## config.mk

```make
export PLATFORM = sky130hd
export DESIGN_NAME = taxi_trip_ctrl
export DESIGN_NICKNAME = d
export VERILOG_FILES = /design/src/rtl/taxi_trip_ctrl.sv
export SDC_FILE = /design/constraint.sdc
export NUM_CORES = 1
export LEC_CHECK = 0
export CORE_MARGIN = 4
export CORE_UTILIZATION = 39
export DETAILED_ROUTE_END_ITERATION = 16
export PLACE_DENSITY = 0.85
export SYNTH_ARGS = -nofsm -noshare
export SYNTH_HDL_FRONTEND = slang
export SYNTH_SLANG_ARGS = --single-unit
```

## constraint.sdc

```tcl
create_clock -name clk -period 2.65 [get_ports clk]
set_input_delay 0.53 -clock clk [delete_from_list [all_inputs] [get_ports clk]]
set_output_delay 0.53 -clock clk [all_outputs]
set_load 0.1 [all_outputs]
```

## src/rtl/taxi_trip_ctrl.sv

```systemverilog
// taxi_trip_ctrl: trip sequencing for the taxi fare meter (vacant/hired/waiting/settle).
// Define TAXI_TRIP_LOG_EN to implement the trip_count/revenue log; otherwise both read 0.
module taxi_trip_ctrl #(
    parameter int IDLE_SEC = 3,
    parameter int FARE_W   = 14,
    parameter int LOG_W    = 24
) (
    input  logic              clk,
    input  logic              reset,
    input  logic              start_btn,
    input  logic              end_btn,
    input  logic              wheel_pulse,
    input  logic              sec_tick,
    input  logic [FARE_W-1:0] fare_in,
    input  logic              pay_ack,
    output logic              meter_clear,
    output logic              meter_dist_pulse,
    output logic              meter_wait_tick,
    output logic              meter_stop,
    output logic [FARE_W-1:0] fare_hold,
    output logic              fare_valid,
    output logic [1:0]        state,
    output logic [15:0]       trip_count,
    output logic [LOG_W-1:0]  revenue
);
    localparam logic [1:0] VACANT  = 2'd0;
    localparam logic [1:0] HIRED   = 2'd1;
    localparam logic [1:0] WAITING = 2'd2;
    localparam logic [1:0] SETTLE  = 2'd3;
    localparam logic [3:0] IDLE_MAX = 4'(IDLE_SEC);

    logic [1:0] state_nxt;
    logic [3:0] idle_cnt;
    logic       idle_hit;

    // this tick completes the idle interval, so WAITING starts next cycle
    assign idle_hit = sec_tick && !wheel_pulse && (idle_cnt + 4'd1 >= IDLE_MAX);

    always_ff @(posedge clk) begin
        if (reset) begin
            state            <= VACANT;
            idle_cnt         <= '0;
            meter_dist_pulse <= 1'b0;
            meter_wait_tick  <= 1'b0;
            fare_hold        <= '0;
        end else begin
            state            <= state_nxt;
            meter_dist_pulse <= wheel_pulse && (state == HIRED || (state == WAITING && !end_btn));
            meter_wait_tick  <= sec_tick && state == WAITING;
            if (state != SETTLE && state_nxt == SETTLE)
                fare_hold <= fare_in;
            if ((state != HIRED && state_nxt == HIRED) || (state == HIRED && wheel_pulse))
                idle_cnt <= '0;
            else if (state == HIRED && sec_tick && idle_cnt < IDLE_MAX)
                idle_cnt <= idle_cnt + 4'd1;
        end
    end

    always_comb begin
        state_nxt = state;
        case (state)
            VACANT:  state_nxt = start_btn ? HIRED : VACANT;
            HIRED:   state_nxt = end_btn ? SETTLE : idle_hit ? WAITING : HIRED;
            WAITING: state_nxt = end_btn ? SETTLE : wheel_pulse ? HIRED : WAITING;
            default: state_nxt = pay_ack ? VACANT : SETTLE;
        endcase
    end

    always_comb begin
        meter_clear = state == VACANT;
        meter_stop  = state == WAITING;
        fare_valid  = state == SETTLE;
    end

`ifdef TAXI_TRIP_LOG_EN
    logic [LOG_W:0] rev_sum;

    assign rev_sum = {1'b0, revenue} + (LOG_W+1)'(fare_hold);

    always_ff @(posedge clk) begin
        if (reset) begin
            trip_count <= '0;
            revenue    <= '0;
        end else if (state == SETTLE && pay_ack) begin
            trip_count <= trip_count + 16'd1;
            revenue    <= rev_sum[LOG_W] ? '1 : rev_sum[LOG_W-1:0];
        end
    end
`else
    assign trip_count = '0;
    assign revenue    = '0;
`endif
endmodule

```

==> results of run 1 <==
-- power by group through the flow --
stage | combinational, mW | sequential [mW] | clock (mW)
2_1_floorplan | 0.389 | 0.472 | 0
3_3_place_gp | 0.505 | 0.369 | 0
3_5_place_dp | 0.507 | 0.369 | 0
4_1_cts | 0.507 | 0.362 | 0.260
5_1_grt | 0.522 | 0.365 | 0.278
6_report | 0.507 | 0.362 | 0.253
-- cell usage after synthesis (all sizes together) (2+ instances only) --
master / count / area share, %
buf: 44 / 27
dfxtp: 22 / 34
nor2: 18 / 5.1
mux2i: 14 / 11
a21oi: 5 / 1.9
inv: 4 / 1.1
and2: 3 / 1.5
nand2: 3 / 0.86
nor2b: 3 / 2.6
a211oi: 2 / 1.1
ha: 2 / 1.9
nor3: 2 / 0.76
o21ai: 2 / 1.6
-- final timing paths --
kind / start / to / slack (ns) / cells past startpoint
min reg2reg: fare_hold[3] / fare_hold[3] / 0.51 / 2
max: state[1] / meter_stop / 0.58 / 2
min: fare_hold[3] / fare_hold[3] / 0.51 / 2
max reg2reg: state[1] / fare_hold[0] / 0.97 / 4
-- area by class of cell --
cell class	instances	area, sq um
clock buffer	3	22.52
clock inverter	1	30.03
fill	320	1562
inverter	4	15.01
multi-input combinational	108	638.1
sequential	22	440.4
tap	44	55.05
timing repair buffer	42	365.4
-- critical path: stages (launching register included) --
cell and delay [ns]:
sky130_fd_sc_hd__dfxtp_1 0.62, sky130_fd_sc_hd__nor2b_4 0.30, sky130_fd_sc_hd__buf_4 0.32
-- per-layer routing --
metal / part of all wire [%] / global-route usage [%] / up-vias
li1: - / - / 464
met1: 42 / 12.82 / 401
met2: 44 / 14.77 / 49
met3: 12 / 2.551 / 2
met4: 1.1 / 4.569 / 0
met5: 0 / 0 / -
-- logic make-up after synthesis --
logic type | Yosys count
xor gates and xnor gates | 1
muxes | 14
AOI/OAI and AO/OA | 15
and+or+nand+nor | 36
DFF | 22
buffers and inverters | 49
adders and majority gates | 2
other | 1
-- registers in the layout (all words and copies together), names as in the netlist --
name              flops
meter_wait_tick       1
fare_hold            14
idle_cnt              4
meter_dist_pulse      1
state                 2
==> Implementation_results.wiki, run 1 <==
{| class="wikitable"
! Metric !! Value
|-
| Die Span X || ~66 um
|-
| Post-layout total power || around 1.1 mW
|-
| Maximum clock frequency || 483.3 MHz
|-
| Portion of the post-synthesis area used by sequential elements || 33.56%
|-
| Post-placement setup slack || between 0.7 and 0.8 ns
|-
| Synthesized area per cell || 9.375 sq um
|-
| Total count of max-transition violations in the final report || 0
|-
| Top Ports || 82
|-
| Post-synthesis async set-or-reset flop share || 0%
|-
| Starting DRC count in detailed routing || 36
|-
| Maximum number of pins on one net before global-route repair || 15
|-
| Fraction of layout cells with a size suffix above 1 || between 10% and 20%
|-
| CTS H-tree depth || 1
|-
| Worst setup SP type || flop
|-
| Max Buffers Root-to-Sink || 2
|-
| Number of synthesized flops with an enable pin || 0
|-
| Number of antenna violations at the first check in global routing || 0
|-
| Die ar. || 4357 sq um
|-
| Final standard cell area without fillers || between 1500 and 2000 sq um
|-
| ANT nets after route || 0
|-
| Antenna diode count || 0
|-
| Critical path data required time || about 2.1 ns
|-
| Initial standard-cell utilization of the core || a little over two fifths
|-
| Final number of hold-violating endpoints || 0
|-
| Clock-pin slew on the worst setup and hold paths || about 0.13 ns
|-
| Post-layout worst setup margin || approximately 0.58 ns
|-
| Slew at the pin closest to its max-slew limit || between 0.6 and 0.7 ns
|-
| Max-cap violations || 0
|-
| Grt total ovfl || 0
|-
| Number of nets at the end of the flow || 204
|-
| Global Route Usage Sum || under 10%
|-
| Compound-cell area share of the yosys netlist || 8.866%
|-
| Insertion delay to the later sink of the worst-skew pair || around 0.3 ns
|-
| Detailed-placement wirelength estimate || between 1500 and 2000 um
|-
| Register bit total from synthesis || 22
|-
| Leak pwr || around 0.8 nW
|-
| Min-Delay Path Class || flop to flop
|-
| Critical path start-end classification || flop to output pin
|-
| Internal Power || between 500 and 600 uW
|-
| Parity-gate share of the synthesized area counting xor and xnor cells || less than 1%
|-
| Clock group share of total power || around 23%
|-
| DR WL/cell || approximately 10 um
|-
| Arrival time of data at the critical path endpoint || around 1.5 ns
|-
| Combinational group share of total power || between 40% and 50%
|-
| Number of distinct library cell variants in the gate-level netlist after synthesis || 34
|-
| Simple-Gate Fraction of Synth Area || between 10 and 15%
|-
| Number of detailed-route iterations in the first pass || 4
|-
| TritonCTS clock tree || built
|-
| Areal power density over the cells || slightly above 700 nW/um^2
|-
| Largest family of logic cells by synthesized area || buffers and inverters
|-
| Multiplexer share of the synthesized area || around a tenth
|-
| Top library cells by usage in the layout, fill and taps aside || sky130_fd_sc_hd__conb_1, sky130_fd_sc_hd__dfxtp_1, sky130_fd_sc_hd__buf_4
|-
| Routability-driven placement congestion ratio || between 0.6 and 0.7
|-
| Status || completed
|-
| Core Area || about 3100 sq um
|-
| Yosys synthesis warning count || 0
|-
| Most used flip-flop cell after synthesis || sky130_fd_sc_hd__dfxtp_1
|-
| Setup bufs post-CTS || 0
|-
| Count of instances resized after the clock tree is built || 0
|-
| Clock skew after layout || around 0.0053 ns
|-
| Part of the total power dissipated in sequential elements || about a third
|-
| Area delta synth->final || 19.35%
|-
| Total number of clock tree sinks || 22
|-
| Die height || about 66 um
|-
| Summed instance area of the synthesized netlist || ~1300 sq um
|-
| Remaining design rule violation count || 0
|-
| Most frequent standard cell in the layout excluding fill and tap cells || sky130_fd_sc_hd__conb_1
|-
| Number of placed instances, taps included || 220
|-
| Via count || between 900 and 1,000
|-
| Rel. slew slack || 58.40%
|-
| Wire length of the first global-routing pass || 3339 um
|-
| DR vias/cell || a little over 4
|-
| Count of endpoints failing setup in the final report || 0
|-
| Final Util || between 50% and 60%
|-
| Total negative slack || 0 ns
|-
| Switching power || between 500 and 600 uW
|-
| Unrepaired setup endpoints after global routing || no
|-
| Routed WL || 2348 um
|-
| Worst vdd rail ir drop || between 0.2 and 0.3 mV
|-
| Number of global-route vias before repair || approximately 740
|-
| Root buffer cell || sky130_fd_sc_hd__clkbuf_4
|-
| Switching power share of the total || 48.24%
|-
| Tightest hold margin || between 0.5 and 0.6 ns
|-
| Synthesized netlist cell count || 140
|-
| Area after DPL || 1514 sq um
|-
| Adder-cell area share of the yosys netlist || 1.907%
|-
| Endpoint type of the worst setup path || output pin
|-
| Post-layout min period || roughly 2.1 ns
|-
| Clock buffer count from CTS || 3
|-
| Number of standard-cell rows in the floorplan || 20
|-
| Buffers added on ports || a little over 40
|-
| Largest fanout on the critical path || 12
|-
| Final Cycle Share || approximately four fifths
|-
| Hold buffer count at cts || 0
|-
| Final instance count without filler cells || 224
|}
Power figures use the tool's default switching activity.
==> run 2, diff against run 1 <==
Settings changed: CORE_UTILIZATION 39 to 33, PLACE_DENSITY 0.85 to 0.76.
Clock period 2.65 ns to 1.8 ns, I/O delays scaled along.
==> run 2 against run 1 <==
Net effect:
- clock skew down 0.0029 ns
- cell count up 1.8%
- hold slack better by 0.0045 ns
- global-route usage hardly changed
- largest cell class unchanged
==> Implementation_results.wiki, run 2 (synthesis gave the netlist of run 1 again) <==
{| class="wikitable"
! Metric !! Value
|-
| Status || completed
|-
| Areal power density over the cells || around 950 nW/um^2
|-
| Routability-driven placement congestion ratio || a little over 0.7
|-
| Top library cells by usage in the layout, fill and taps aside || sky130_fd_sc_hd__conb_1, sky130_fd_sc_hd__buf_12, sky130_fd_sc_hd__dfxtp_1, sky130_fd_sc_hd__clkdlybuf4s50_1, sky130_fd_sc_hd__nor2_1
|-
| Count of instances resized after the clock tree is built || 0
|-
| Fraction of layout cells with a size suffix above 1 || a little under a fifth
|-
| Cells along the critical path || nor2b_4 > o21ai_4 > mux2i_1 > nor2_1
|-
| Total number of clock tree sinks || 22
|-
| Register with the highest flop count || fare_hold
|-
| Number of nets at the end of the flow || around 200
|-
| Die height || slightly above 70 um
|-
| Number of standard-cell rows in the floorplan || 22
|-
| Final Cycle Share || ~85%
|-
| Routed WL || 2587 um
|-
| Startpoint of the worst hold path || idle_cnt[3]
|-
| Initial standard-cell utilization of the core || 35.06%
|-
| CTS H-tree depth || 1
|-
| Worst setup SP type || flop
|-
| Beginning of the critical path || state[0]
|-
| ANT nets after route || 0
|-
| Top Ports || just over 80
|-
| Number of antenna violations at the first check in global routing || 0
|-
| Core Area || around 3700 sq um
|-
| Hold buffer count at cts || 0
|-
| Maximum clock frequency || ~650 MHz
|-
| Min-Delay Path Class || flop to flop
|-
| Antenna diode count || 0
|-
| Max-cap violations || 0
|-
| Buffers added on ports || 41
|-
| Area after DPL || about 1800 sq um
|-
| Die ar. || between 5000 and 6000 sq um
|-
| Starting DRC count in detailed routing || 40
|-
| Wire length of the first global-routing pass || just under 4000 um
|-
| Count of fill cells added during filler insertion || 362
|-
| Biggest regs || fare_hold x14, idle_cnt x4, state x2
|-
| Total count of max-transition violations in the final report || 0
|-
| Number of detailed-route iterations in the first pass || 4
|-
| Via count || between 900 and 1,000
|-
| Critical path data required time || between 1.5 and 2 ns
|-
| Grt total ovfl || 0
|-
| Insertion delay to the later sink of the worst-skew pair || 0.26 ns
|-
| Number of global-route vias before repair || 862
|-
| Largest fanout on the critical path || 14
|-
| Leak pwr || roughly 0.87 nW
|-
| Post-placement setup slack || roughly 0.096 ns
|-
| Global Route Usage Sum || between 9 and 10%
|-
| Rel. slew slack || 57.16%
|-
| Area delta synth->final || 41.37%
|-
| Post-layout total power || between 1.5 and 2 mW
|-
| Slowest Stage Delay on Critical Path || between 0.5 and 0.6 ns
|-
| Arrival time of data at the critical path endpoint || approximately 1.7 ns
|-
| Count of endpoints failing setup in the final report || 0
|-
| DR WL/cell || approximately 11 um
|-
| Final number of hold-violating endpoints || 0
|-
| Post-layout worst setup margin || 0.2658 ns
|-
| Slew at the pin closest to its max-slew limit || around 0.64 ns
|-
| Root buffer cell || sky130_fd_sc_hd__clkbuf_8
|-
| Maximum number of pins on one net before global-route repair || 15
|-
| Unrepaired setup endpoints after global routing || no
|-
| Max Buffers Root-to-Sink || 2
|-
| DR vias/cell || roughly 4.1
|-
| Die Span X || about 71 um
|-
| Final standard cell area without fillers || ~1900 sq um
|-
| Worst reg2reg path startpoint || state[0]
|-
| Clock buffer count from CTS || 3
|-
| Clock-pin slew on the worst setup and hold paths || ~0.080 ns
|-
| Count of buffer and inverter cells on the critical path || 0
|-
| Master of the slowest instance on the critical path || sky130_fd_sc_hd__o21ai_4
|-
| Critical path start-end classification || flop to flop
|-
| Largest register FFs || 14
|-
| Most frequent standard cell in the layout excluding fill and tap cells || sky130_fd_sc_hd__conb_1
|-
| Clock skew after layout || ~0.0024 ns
|-
| TritonCTS clock tree || built
|-
| Endpoint type of the worst setup path || flop
|-
| Cell family with most CP delay || compound AO/OA/AOI/OAI gates
|-
| Detailed-placement wirelength estimate || between 2000 and 2500 um
|-
| Remaining design rule violation count || 0
|-
| Setup bufs post-CTS || 0
|-
| Post-layout min period || around 1.5 ns
|-
| Worst vdd rail ir drop || approximately 0.32 mV
|}
## run 2: report_power, final
part / switching (mW) / internal [mW] / total [mW]
Sequential: 0.0333 / 0.510 / 0.543
Clock: 0.157 / 0.241 / 0.397
Combinational: 0.632 / 0.185 / 0.817
## run 2: stage by stage
| stage | utilization (%) | hold WS [ns] | cells | setup TNS, ns |
|---|---|---|---|---|
| after global placement | 47.79 | 0.4947 | 224 | 0 |
| after global routing | 49.57 | 0.5319 | 228 | 0 |
| after detailed placement | 47.79 | 0.5025 | 224 | 0 |
| after CTS | 49.57 | 0.5147 | 228 | 0 |
| final | 49.57 | 0.5147 | 228 | 0 |
| after floorplan | - | 0.4696 | 179 | -0.3886 |
## run 2: area by class of cell
class	count	area, sq um	share of cell area, %
Inverter	4	15.01	0.8092
Sequential cell	22	447.9	24.14
Timing Repair Buffer	42	628.1	33.85
Multi-Input combinational cell	108	638.1	34.39
Tap cell	48	60.06	3.237
Clock buffer	4	66.31	3.574
## run 2: per-layer routing
layer | GRT usage [%] | up-vias | wire length [um]
li1 | - | 462 | -
met1 | 11.99 | 409 | 1059
met2 | 15.86 | 53 | 1235
met3 | 2.415 | 2 | 257
met4 | 4.384 | 0 | 36
met5 | 0 | - | 0
## run 2: worst paths after layout
kind / endpoint / slack, ns / cells after the start
worst max-delay path: fare_hold[7] / 0.27 / 4
worst min-delay path: idle_cnt[3] / 0.51 / 1
worst max register to register: fare_hold[7] / 0.27 / 4
worst min register to register: idle_cnt[3] / 0.51 / 1
## run 2: worst reg2reg max path: stages (launching register included)
cell                      delay (ns)
sky130_fd_sc_hd__dfxtp_4        0.40
sky130_fd_sc_hd__nor2b_4        0.16
sky130_fd_sc_hd__o21ai_4        0.54
sky130_fd_sc_hd__mux2i_1        0.27
sky130_fd_sc_hd__nor2_1         0.06
